===== config.mk =====
export PLATFORM = sky130hd
export DESIGN_NAME = eth_rx_packet_streamer
export DESIGN_NICKNAME = d
export VERILOG_FILES = /design/src/rtl/eth_rx_stream_pkg.sv /design/src/rtl/eth_rx_skid_buf.sv /design/src/rtl/eth_rx_packet_streamer.sv
export SDC_FILE = /design/constraint.sdc
export NUM_CORES = 1
export LEC_CHECK = 0
export ABC_AREA = 1
export CAP_MARGIN = 0
export CORE_MARGIN = 1.5
export CORE_UTILIZATION = 45
export CTS_CLUSTER_DIAMETER = 120
export CTS_CLUSTER_SIZE = 25
export DETAILED_ROUTE_END_ITERATION = 6
export PLACE_DENSITY = 0.72
export SYNTH_ARGS = -nofsm -noshare
export SYNTH_HDL_FRONTEND = slang
export SYNTH_SLANG_ARGS = --single-unit
export TNS_END_PERCENT = 50

===== constraint.sdc =====
create_clock -name clk_i -period 6.3 [get_ports clk_i]
set_clock_uncertainty 0.1 [all_clocks]
set_input_delay 1.575 -clock clk_i [delete_from_list [all_inputs] [get_ports clk_i]]
set_output_delay 1.575 -clock clk_i [all_outputs]
set_load 0.05 [all_outputs]

===== src/rtl/eth_rx_stream_pkg.sv =====
// Shared types and helpers for the receive-buffer streamer.
// No logic of its own: FSM state encoding and the last-beat byte-enable helper.
// Backpressure: not applicable.
package eth_rx_stream_pkg;

    typedef enum logic [1:0] {
        ST_IDLE = 2'd0,
        ST_READ = 2'd1,
        ST_ACK  = 2'd2,
        ST_WAIT = 2'd3
    } state_e;

    // Byte enables for the final beat of a frame. rem is the frame length
    // modulo the word size in bytes; zero means the last word is fully used.
    // Returned 8 bits wide to cover 64-bit words; callers truncate.
    function automatic logic [7:0] tkeep_from_rem(input int unsigned rem,
                                                  input int unsigned nbytes);
        logic [7:0] keep;
        keep = '0;
        for (int unsigned i = 0; i < 8; i++) begin
            keep[i] = (rem == 0) ? (i < nbytes) : (i < rem);
        end
        return keep;
    endfunction

endpackage


===== src/rtl/eth_rx_skid_buf.sv =====
// Two-entry FIFO holding stream beats (data + tkeep + tlast) between buffer reads and AXIS.
// Latency: a pushed entry is visible at the head on the cycle after the push.
// Backpressure: head holds until pop_rdy_i; the producer must never push into a full buffer
// unless the same cycle pops (the streamer's credit count guarantees this).
// Ports: clk_i/reset_n_i, push_vld_i/push_dat_i (write side), pop_vld_o/pop_rdy_i/pop_dat_o (head).
module eth_rx_skid_buf #(
    parameter int width_p = 37
) (
    input  logic               clk_i,
    input  logic               reset_n_i,
    input  logic               push_vld_i,
    input  logic [width_p-1:0] push_dat_i,
    output logic               pop_vld_o,
    input  logic               pop_rdy_i,
    output logic [width_p-1:0] pop_dat_o
);

    logic [width_p-1:0] mem_q [2];
    logic               wr_ptr_q;
    logic               rd_ptr_q;
    logic [1:0]         cnt_q;
    logic               do_push;
    logic               do_pop;

    assign pop_vld_o = (cnt_q != 2'd0);
    assign pop_dat_o = mem_q[rd_ptr_q];
    assign do_pop    = pop_vld_o && pop_rdy_i;
    assign do_push   = push_vld_i && ((cnt_q != 2'd2) || do_pop);

    always_ff @(posedge clk_i or negedge reset_n_i) begin
        if (!reset_n_i) begin
            mem_q[0] <= '0;
            mem_q[1] <= '0;
            wr_ptr_q <= 1'b0;
            rd_ptr_q <= 1'b0;
            cnt_q    <= 2'd0;
        end else begin
            // With one entry held, the write pointer targets the other slot,
            // so the head never changes while it waits for a handshake.
            if (do_push) begin
                mem_q[wr_ptr_q] <= push_dat_i;
                wr_ptr_q        <= ~wr_ptr_q;
            end
            if (do_pop) begin
                rd_ptr_q <= ~rd_ptr_q;
            end
            cnt_q <= cnt_q + 2'(do_push) - 2'(do_pop);
        end
    end

endmodule


===== src/rtl/eth_rx_packet_streamer.sv =====
// Reads frames out of the receiver packet buffer and re-emits them as an AXI-Stream master.
// Latency: first tvalid 2 cycles after leaving IDLE, then one beat per cycle while tready is high.
// Backpressure: at most 2 reads in flight or buffered; reads stall when the skid buffer has no credit.
// Ports: packet_* = receiver buffer read port (avail/rsize in, ack/rvalid/raddr out, rdata in),
// m_axis_* = stream output, busy_o/pkt_count_o/drop_count_o = status.
module eth_rx_packet_streamer
    import eth_rx_stream_pkg::*;
#(
    parameter  int eth_mtu_p            = 2048,
    parameter  int data_width_p         = 32,
    localparam int addr_width_lp        = $clog2(eth_mtu_p),
    localparam int packet_size_width_lp = $clog2(eth_mtu_p + 1),
    localparam int bytes_lp             = data_width_p / 8
) (
    input  logic                            clk_i,
    input  logic                            reset_n_i,
    input  logic                            packet_avail_i,
    input  logic [packet_size_width_lp-1:0] packet_rsize_i,
    output logic                            packet_ack_o,
    output logic                            packet_rvalid_o,
    output logic [addr_width_lp-1:0]        packet_raddr_o,
    input  logic [data_width_p-1:0]         packet_rdata_i,
    output logic [data_width_p-1:0]         m_axis_tdata_o,
    output logic [bytes_lp-1:0]             m_axis_tkeep_o,
    output logic                            m_axis_tvalid_o,
    output logic                            m_axis_tlast_o,
    input  logic                            m_axis_tready_i,
    output logic                            busy_o,
    output logic [15:0]                     pkt_count_o,
    output logic [15:0]                     drop_count_o
);

    localparam int shift_lp  = $clog2(bytes_lp);
    localparam int psw_lp    = packet_size_width_lp;
    localparam int skid_w_lp = data_width_p + bytes_lp + 1;

    state_e                   state_q;
    logic [psw_lp-1:0]        nbeats_q;
    logic [psw_lp-1:0]        issued_q;
    logic [psw_lp-1:0]        popped_q;
    logic [shift_lp-1:0]      rem_q;
    logic [addr_width_lp-1:0] raddr_q;
    logic                     rd_pend_q;
    logic                     rd_last_q;
    logic                     ack_q;
    logic [15:0]              pkt_cnt_q;
    logic [15:0]              drop_cnt_q;

    logic                     rd_fire;
    logic                     rd_is_last;
    logic                     pop;
    logic [psw_lp-1:0]        inflight;
    logic [psw_lp:0]          rsize_round;
    logic [psw_lp-1:0]        nbeats_calc;
    logic [bytes_lp-1:0]      keep_last;
    logic [skid_w_lp-1:0]     skid_in;
    logic [skid_w_lp-1:0]     skid_out;

    assign rsize_round = {1'b0, packet_rsize_i} + (psw_lp + 1)'(bytes_lp - 1);
    assign nbeats_calc = psw_lp'(rsize_round >> shift_lp);

    assign pop = m_axis_tvalid_o && m_axis_tready_i;

    // Credits: reads issued but not yet consumed, counting a pop happening
    // this cycle as already free so the pipeline sustains one beat per cycle.
    assign inflight   = issued_q - popped_q - psw_lp'(pop);
    assign rd_fire    = (state_q == ST_READ) && (issued_q < nbeats_q) &&
                        (inflight < psw_lp'(2));
    assign rd_is_last = (issued_q == nbeats_q - psw_lp'(1));

    assign keep_last = bytes_lp'(tkeep_from_rem(32'(rem_q), bytes_lp));
    assign skid_in   = {rd_last_q, (rd_last_q ? keep_last : {bytes_lp{1'b1}}), packet_rdata_i};

    eth_rx_skid_buf #(
        .width_p (skid_w_lp)
    ) u_skid (
        .clk_i      (clk_i),
        .reset_n_i  (reset_n_i),
        .push_vld_i (rd_pend_q),
        .push_dat_i (skid_in),
        .pop_vld_o  (m_axis_tvalid_o),
        .pop_rdy_i  (m_axis_tready_i),
        .pop_dat_o  (skid_out)
    );

    assign m_axis_tdata_o  = skid_out[data_width_p-1:0];
    assign m_axis_tkeep_o  = skid_out[data_width_p +: bytes_lp];
    assign m_axis_tlast_o  = skid_out[skid_w_lp-1];

    assign packet_rvalid_o = rd_fire;
    assign packet_raddr_o  = raddr_q;
    assign packet_ack_o    = ack_q;
    assign busy_o          = (state_q != ST_IDLE);
    assign pkt_count_o     = pkt_cnt_q;
    assign drop_count_o    = drop_cnt_q;

    always_ff @(posedge clk_i or negedge reset_n_i) begin
        if (!reset_n_i) begin
            state_q    <= ST_IDLE;
            nbeats_q   <= '0;
            issued_q   <= '0;
            popped_q   <= '0;
            rem_q      <= '0;
            raddr_q    <= '0;
            rd_pend_q  <= 1'b0;
            rd_last_q  <= 1'b0;
            ack_q      <= 1'b0;
            pkt_cnt_q  <= '0;
            drop_cnt_q <= '0;
        end else begin
            ack_q     <= 1'b0;
            // Read data returns one cycle after the strobe; tag it for the skid push.
            rd_pend_q <= rd_fire;
            rd_last_q <= rd_fire && rd_is_last;

            unique case (state_q)
                ST_IDLE: begin
                    if (packet_avail_i) begin
                        if (packet_rsize_i == '0) begin
                            state_q    <= ST_ACK;
                            ack_q      <= 1'b1;
                            drop_cnt_q <= drop_cnt_q + 16'd1;
                        end else begin
                            state_q  <= ST_READ;
                            nbeats_q <= nbeats_calc;
                            rem_q    <= packet_rsize_i[shift_lp-1:0];
                            issued_q <= '0;
                            popped_q <= '0;
                            raddr_q  <= '0;
                        end
                    end
                end
                ST_READ: begin
                    // packet_avail_i is deliberately ignored here: a frame in
                    // progress is always finished.
                    if (rd_fire) begin
                        issued_q <= issued_q + psw_lp'(1);
                        // Stop stepping on the final read so the address stays
                        // inside the frame.
                        if (!rd_is_last) begin
                            raddr_q <= raddr_q + addr_width_lp'(bytes_lp);
                        end
                    end
                    if (pop) begin
                        popped_q <= popped_q + psw_lp'(1);
                        if (m_axis_tlast_o) begin
                            state_q   <= ST_ACK;
                            ack_q     <= 1'b1;
                            pkt_cnt_q <= pkt_cnt_q + 16'd1;
                        end
                    end
                end
                ST_ACK: begin
                    state_q <= ST_WAIT;
                end
                ST_WAIT: begin
                    state_q <= ST_IDLE;
                end
                default: begin
                    state_q <= ST_IDLE;
                end
            endcase
        end
    end

endmodule


Yosys cells after proc, flatten, opt, wreduce, memory -nomap -nowiden:

Index checks and enable logic that the tools add are counted.

* bits in read-only memories: 0
* RAM bits: 0
* latch bits: 0
* memories: 0
* output and inout bits: 84
* bits in registers: 163
* bits of input ports: 48
* word-level logic and storage cells: 103

* reductions and logical operators: 20
* multiply operators: 0
* order comparisons: 8
* shift-type cells: 0
* $add $sub $neg: 11
* bitwise gates (word level): 5
* div/mod/pow operators: 0
* mux-type cells: 32
* equal/unequal tests: 11

Operators by type and width (number)
* 37-bit two-way mux: 4
* 74-bit bitwise mux: 1
* 12-bit two-way mux: 4
* 12-bit one-hot mux with 2 select lines: 2
* 11-bit two-way mux: 4
* 37-bit demux with 1-bit select: 1
* 16-bit by 1-bit adder with 16-bit output (second input constant): 2
* 12-bit by 1-bit adder with 12-bit output (second input constant): 2
* 11-bit one-hot mux with 2 select lines: 1
* 2-bit != test (second input constant): 7
* 12-bit by 2-bit adder with 13-bit output (second input constant): 1
* 12-bit == test: 1
* 12-bit logical NOT: 1
* 12-bit by 11-bit < comparator with 1-bit output: 1
* 12-bit by 2-bit < comparator with 1-bit output (second input constant): 1
* 3-bit AND reduction: 4
* 11-bit by 1-bit subtractor with 12-bit output (second input constant): 1
* 12-bit by 1-bit subtractor with 12-bit output: 1
* 12-bit subtractor: 1
* 11-bit by 3-bit adder with 11-bit output (second input constant): 1
* 1-bit two-way mux: 8
* 2-bit two-way mux: 4
* 2-bit one-hot mux with 4 select lines: 1
* 4-bit AND reduction: 2
* other kinds (17): 31

Depth between registers and ports, before layout:

* depth after elaboration: 7
* gate-level depth with buffers: 21
* depth with buffers taken out: 20

Hierarchy:

A second synthesis with hierarchy kept.

* cell total of the unflattened synthesis: 1301
* area, all modules: 9758.1 µm²

By module, submodules not included
* eth_rx_packet_streamer: cells each 827, times used 1, sequential area each 2077.0 µm², area an instance 5989.5 µm²
* eth_rx_skid_buf: cells each 474, times used 1, sequential area each 1951.9 µm², area an instance 3768.6 µm²

Worst setup path after synthesis:

OpenSTA, ideal clock, no wires.

* kind: in2out
* from: input m_axis_tready_i
* to: output packet_rvalid_o
* stages on the path: 11
* slack: 1.040 ns
* required time: 4.625 ns
* arrival time: 3.585 ns
* buffers on the path: 0
* path through: nand2_2 -> fa_1 -> fa_1 -> nor2_2 -> nand2_1 -> nor2_1 -> nand3_1 -> nand3b_1 -> nor3b_1 -> nand4_1 -> inv_1

* longest elaborated chain between the ends: 4

RTL lines
* from (decl): RTL line eth_rx_packet_streamer.sv:27 `input logic m_axis_tready_i,`
* 1-bit logical AND: RTL line eth_rx_packet_streamer.sv:62 `assign pop = m_axis_tvalid_o && m_axis_tready_i;`
* 12-bit by 1-bit subtractor with 12-bit output: RTL line eth_rx_packet_streamer.sv:66 `assign inflight = issued_q - popped_q - psw_lp'(pop);`
* 12-bit by 2-bit < comparator with 1-bit output: RTL line eth_rx_packet_streamer.sv:68 `(inflight < psw_lp'(2));`
* 1-bit logical AND: RTL line eth_rx_packet_streamer.sv:67 `assign rd_fire = (state_q == ST_READ) && (issued_q < nbeats_q) &&`
* to (decl): RTL line eth_rx_packet_streamer.sv:20 `output logic packet_rvalid_o,`

No other way between the ends.

Final worst setup path:

Ends and elaborated chain as after synthesis.

==> results by group <==
Run status
  • Status: completed

Clocking
  • Hold buffer count at CTS: 0
  • Clock slew at reported path FFs: approximately 0.060 ns
  • Clock sinks: 161
  • H-tree Lvls: 4
  • Root Buffer: clkbuf_16
  • Post-CTS setup buffer count: 0
  • CTS resizes: 0
  • CTS tree: done
  • CTS Buf Count: 17
  • Clock Tree Buf Depth: 2
  • Later-pin clock latency in the skew report: 0.42 ns

Min path
  • Hold Path Class: register to register
  • Worst Hold Endpoint: u_skid.mem_q[69]
  • Hold Startpoint: u_skid.mem_q[69]
  • Hold depth: 2

Detailed routing
  • DR vias: a little over 8,000
  • Total wire length: 21,800 µm
  • Vias per Instance: approximately 5
  • WL per Instance: about 13 µm
  • Routed Antenna Nets: 0
  • First-pass DRT Iterations: 6
  • DR iter-0 viols: just over 500
  • # DRC: 0

Critical path
  • Cells along the critical path: clkdlybuf4s50_1, nand2_2, fa_1, fa_1, nor2_2, nand2_1, nor2_1, nand3_1, nand3b_1, nor3b_1, nand4_1, inv_1, buf_12
  • WP depth: 13
  • Top cell family by delay on the critical path: simple AND/OR/NAND/NOR gates
  • Largest stage delay, worst path: roughly 0.47 ns
  • CP Data Required Time: around 4.6 ns
  • CP Buf/Inv Count: 3
  • Reg-to-Reg End: packet_raddr_o[8]
  • Crit path max fanout: 4
  • CP endpoint kind: output port
  • Critical path's slowest cell: clkdlybuf4s50_1
  • Critical path class: input pin to output port
  • Cell mode on critical path: fa_1
  • Critical path launch point type: input pin
  • R2r startpoint: u_skid.cnt_q[1]
  • Flop-to-flop setup slack: 3.18 ns
  • Worst reg-to-reg path cell count: 20
  • CP arrival: between 4 and 5 ns

Power
  • Overall power: about 3600 µW
  • Leakage Power: approximately 0.0058 µW
  • Maximum vdd drop: between 0.0002 and 0.00025 V
  • Pwr Density: 312 nW/µm²

Finish
  • Final layout net count: about 1,500
  • Most frequent cells in the layout: 408 x nand2_1, 168 x inv_1, 161 x dfrtp_1, 127 x clkdlybuf4s50_1, 94 x o21ai_0
  • Final instance area: 11,600 µm²
  • Area growth, synth to finish: 21.8%
  • Antenna diode count: 0
  • Most common cell after layout, fill and taps aside: nand2_1
  • Layout cells sized above 1: 0.0615
  • Final Util: 0.555

Synth
  • Yosys cell types: 43
  • Instance count of the mapped netlist: about 1,300
  • Flops & latches, synth: between 150 and 200
  • Post-synth EDFFs: 0
  • Primary FF master, synth: dfrtp_1
  • Yosys top cell area share: 0.423
  • Biggest area consumer among synthesized cells: dfrtp_1
  • Synthesized cell area: between 9000 and 10,000 µm²
  • Sequential share of the synthesized area: 0.423
  • Synth top area cells: dfrtp_1 42%, nand2_1 16%, inv_1 6.6%
  • Syn avg cell area: roughly 7.5 µm²
  • Synth async-reset ratio: 1.00
  • Yosys warning count: 0

STA
  • Max Clk Rate: roughly 0.17 GHz
  • Worst slew pin tran: ~1.1 ns
  • Final Cycle Share: 0.937
  • Slew Limit Fails: 0
  • Final setup violation count: 0
  • Setup ws final: between 0.3 and 0.4 ns
  • Hold Vio Cnt, Final: 0
  • Setup TNS: 0 ns
  • RSZ-0062 raised after global routing: false
  • Slew Limit Headroom: 0.286
  • Tmin final: ~6 ns

Die
  • Die Ht: approximately 150 µm
  • DIE WIDTH: approximately 150 µm
  • Die ar.: 22,000 µm²
  • Starting Density: 0.456
  • Row cnt: between 50 and 60
  • Top Ports: about 130
  • Core area: 20,900 µm²

Global route
  • GRT Residual Overflow: 0
  • First-pass GRT wire length: 36,300 µm
  • Initial antenna violation count: 0
  • Pin count of the biggest net entering global routing: 73
  • GRT Total Usage: 0.203
  • Vias in the first global route: 7,701

Place
  • Gpl congestion: between 0.8 and 0.9
  • DP Worst Slack: 0.417 ns
  • IO buf count: around 130
  • Area post-placement: 11,000 µm²
  • HPWL Detailed: approximately 16,000 µm

Job
  • Number of max-cap violations: 0
==> power by group <==
group          total [µW]  switching (µW)  internal (µW)
sequential           1210            88.2           1120
combinational        1460             990            471
clock                 953             432            521
==> metal layers <==
metal	vias up	wire length, µm	GRT usage
met1	3768	10400	0.284
li1	4212	-	-
met5	-	0	0
met3	22	1220	0.0396
met4	0	232	0.0480
met2	192	9960	0.325
==> synth_stat cells, types with 3 or more instances <==
library cell	instances
nand2_1	408
inv_1	168
dfrtp_1	161
o21ai_0	94
nor2_1	84
nand3_1	66
ha_1	42
xor2_1	36
clkbuf_1	24
xnor2_1	24
a21oi_1	20
nand4_1	20
nor3_1	19
nand2_2	13
nor2_2	9
nand3b_1	6
nor4_1	6
inv_2	5
nand3_2	5
nor3b_1	5
o21ai_1	5
o31ai_1	5
nand2_4	4
nor2_4	4
buf_2	3
buf_4	3
or2_2	3
==> how the worst max path moves through the flow <==
stage	startpoint	to	slack, ns
finish	m_axis_tready_i	packet_rvalid_o	0.40
global route	m_axis_tready_i	packet_rvalid_o	0.24
CTS	m_axis_tready_i	packet_rvalid_o	0.40
detailed placement	m_axis_tready_i	packet_rvalid_o	0.42
global placement	m_axis_tready_i	packet_rvalid_o	0.44
floorplan	m_axis_tready_i	packet_rvalid_o	1.04
==> worst reg2reg max path, cell delays in order (launching register included) <==
cell	delay (ns)
dfrtp_1	0.39
or2_4	0.14
nand2_2	0.09
fa_1	0.44
fa_1	0.43
inv_1	0.07
nand2_1	0.05
nand2_2	0.07
nand2_2	0.08
nand2_2	0.07
nand2_1	0.06
nand2_1	0.08
nand2_1	0.07
nand2_1	0.07
nand2_1	0.05
nor2_1	0.12
nand3_2	0.14
nand2_2	0.23
nand2_4	0.13
nand2_1	0.08
nand2_1	0.05
==> registers in the layout, summed over array words and instances (netlist names) <==
name             cells
issued_q            12
u_skid.mem_q        74
rd_last_q            1
packet_ack_o         1
nbeats_q            11
u_skid.cnt_q         2
u_skid.rd_ptr_q      1
pkt_count_o         16
packet_raddr_o       9
u_skid.wr_ptr_q      1
rd_pend_q            1
popped_q            12
rem_q                2
state_q              2
drop_count_o        16
==> area by class of cell <==
cell class | count | area, µm²
inverter | 175 | 659
fill | 1954 | 9290
sequential | 161 | 4030
timing repair buffer | 133 | 1330
multi-input combinational | 898 | 4680
clock inverter | 12 | 104
tap | 275 | 344
clock buffer | 19 | 443
==> metrics by stage <==
stage | std cells | hold slack, ns
after floorplan | 1267 | 0.319
after global placement | 1642 | 0.330
after detailed placement | 1642 | 0.334
after CTS | 1673 | 0.350
after global routing | 1673 | 0.394
final | 1673 | 0.352
==> logic make-up (layout without fill, tap and decap cells) <==
logic type,after synthesis,after routing,synth area share
AOI/OAI and AO/OA,132,132,0.0726
xor gates and xnor gates,60,60,0.0552
adders and majority gates,44,44,0.0594
buffers and inverters,208,339,0.0855
DFF,161,161,0.423
other,1,2,0.000394
and+or+nand+nor,660,660,0.304
(Power assumes the default switching activity.)
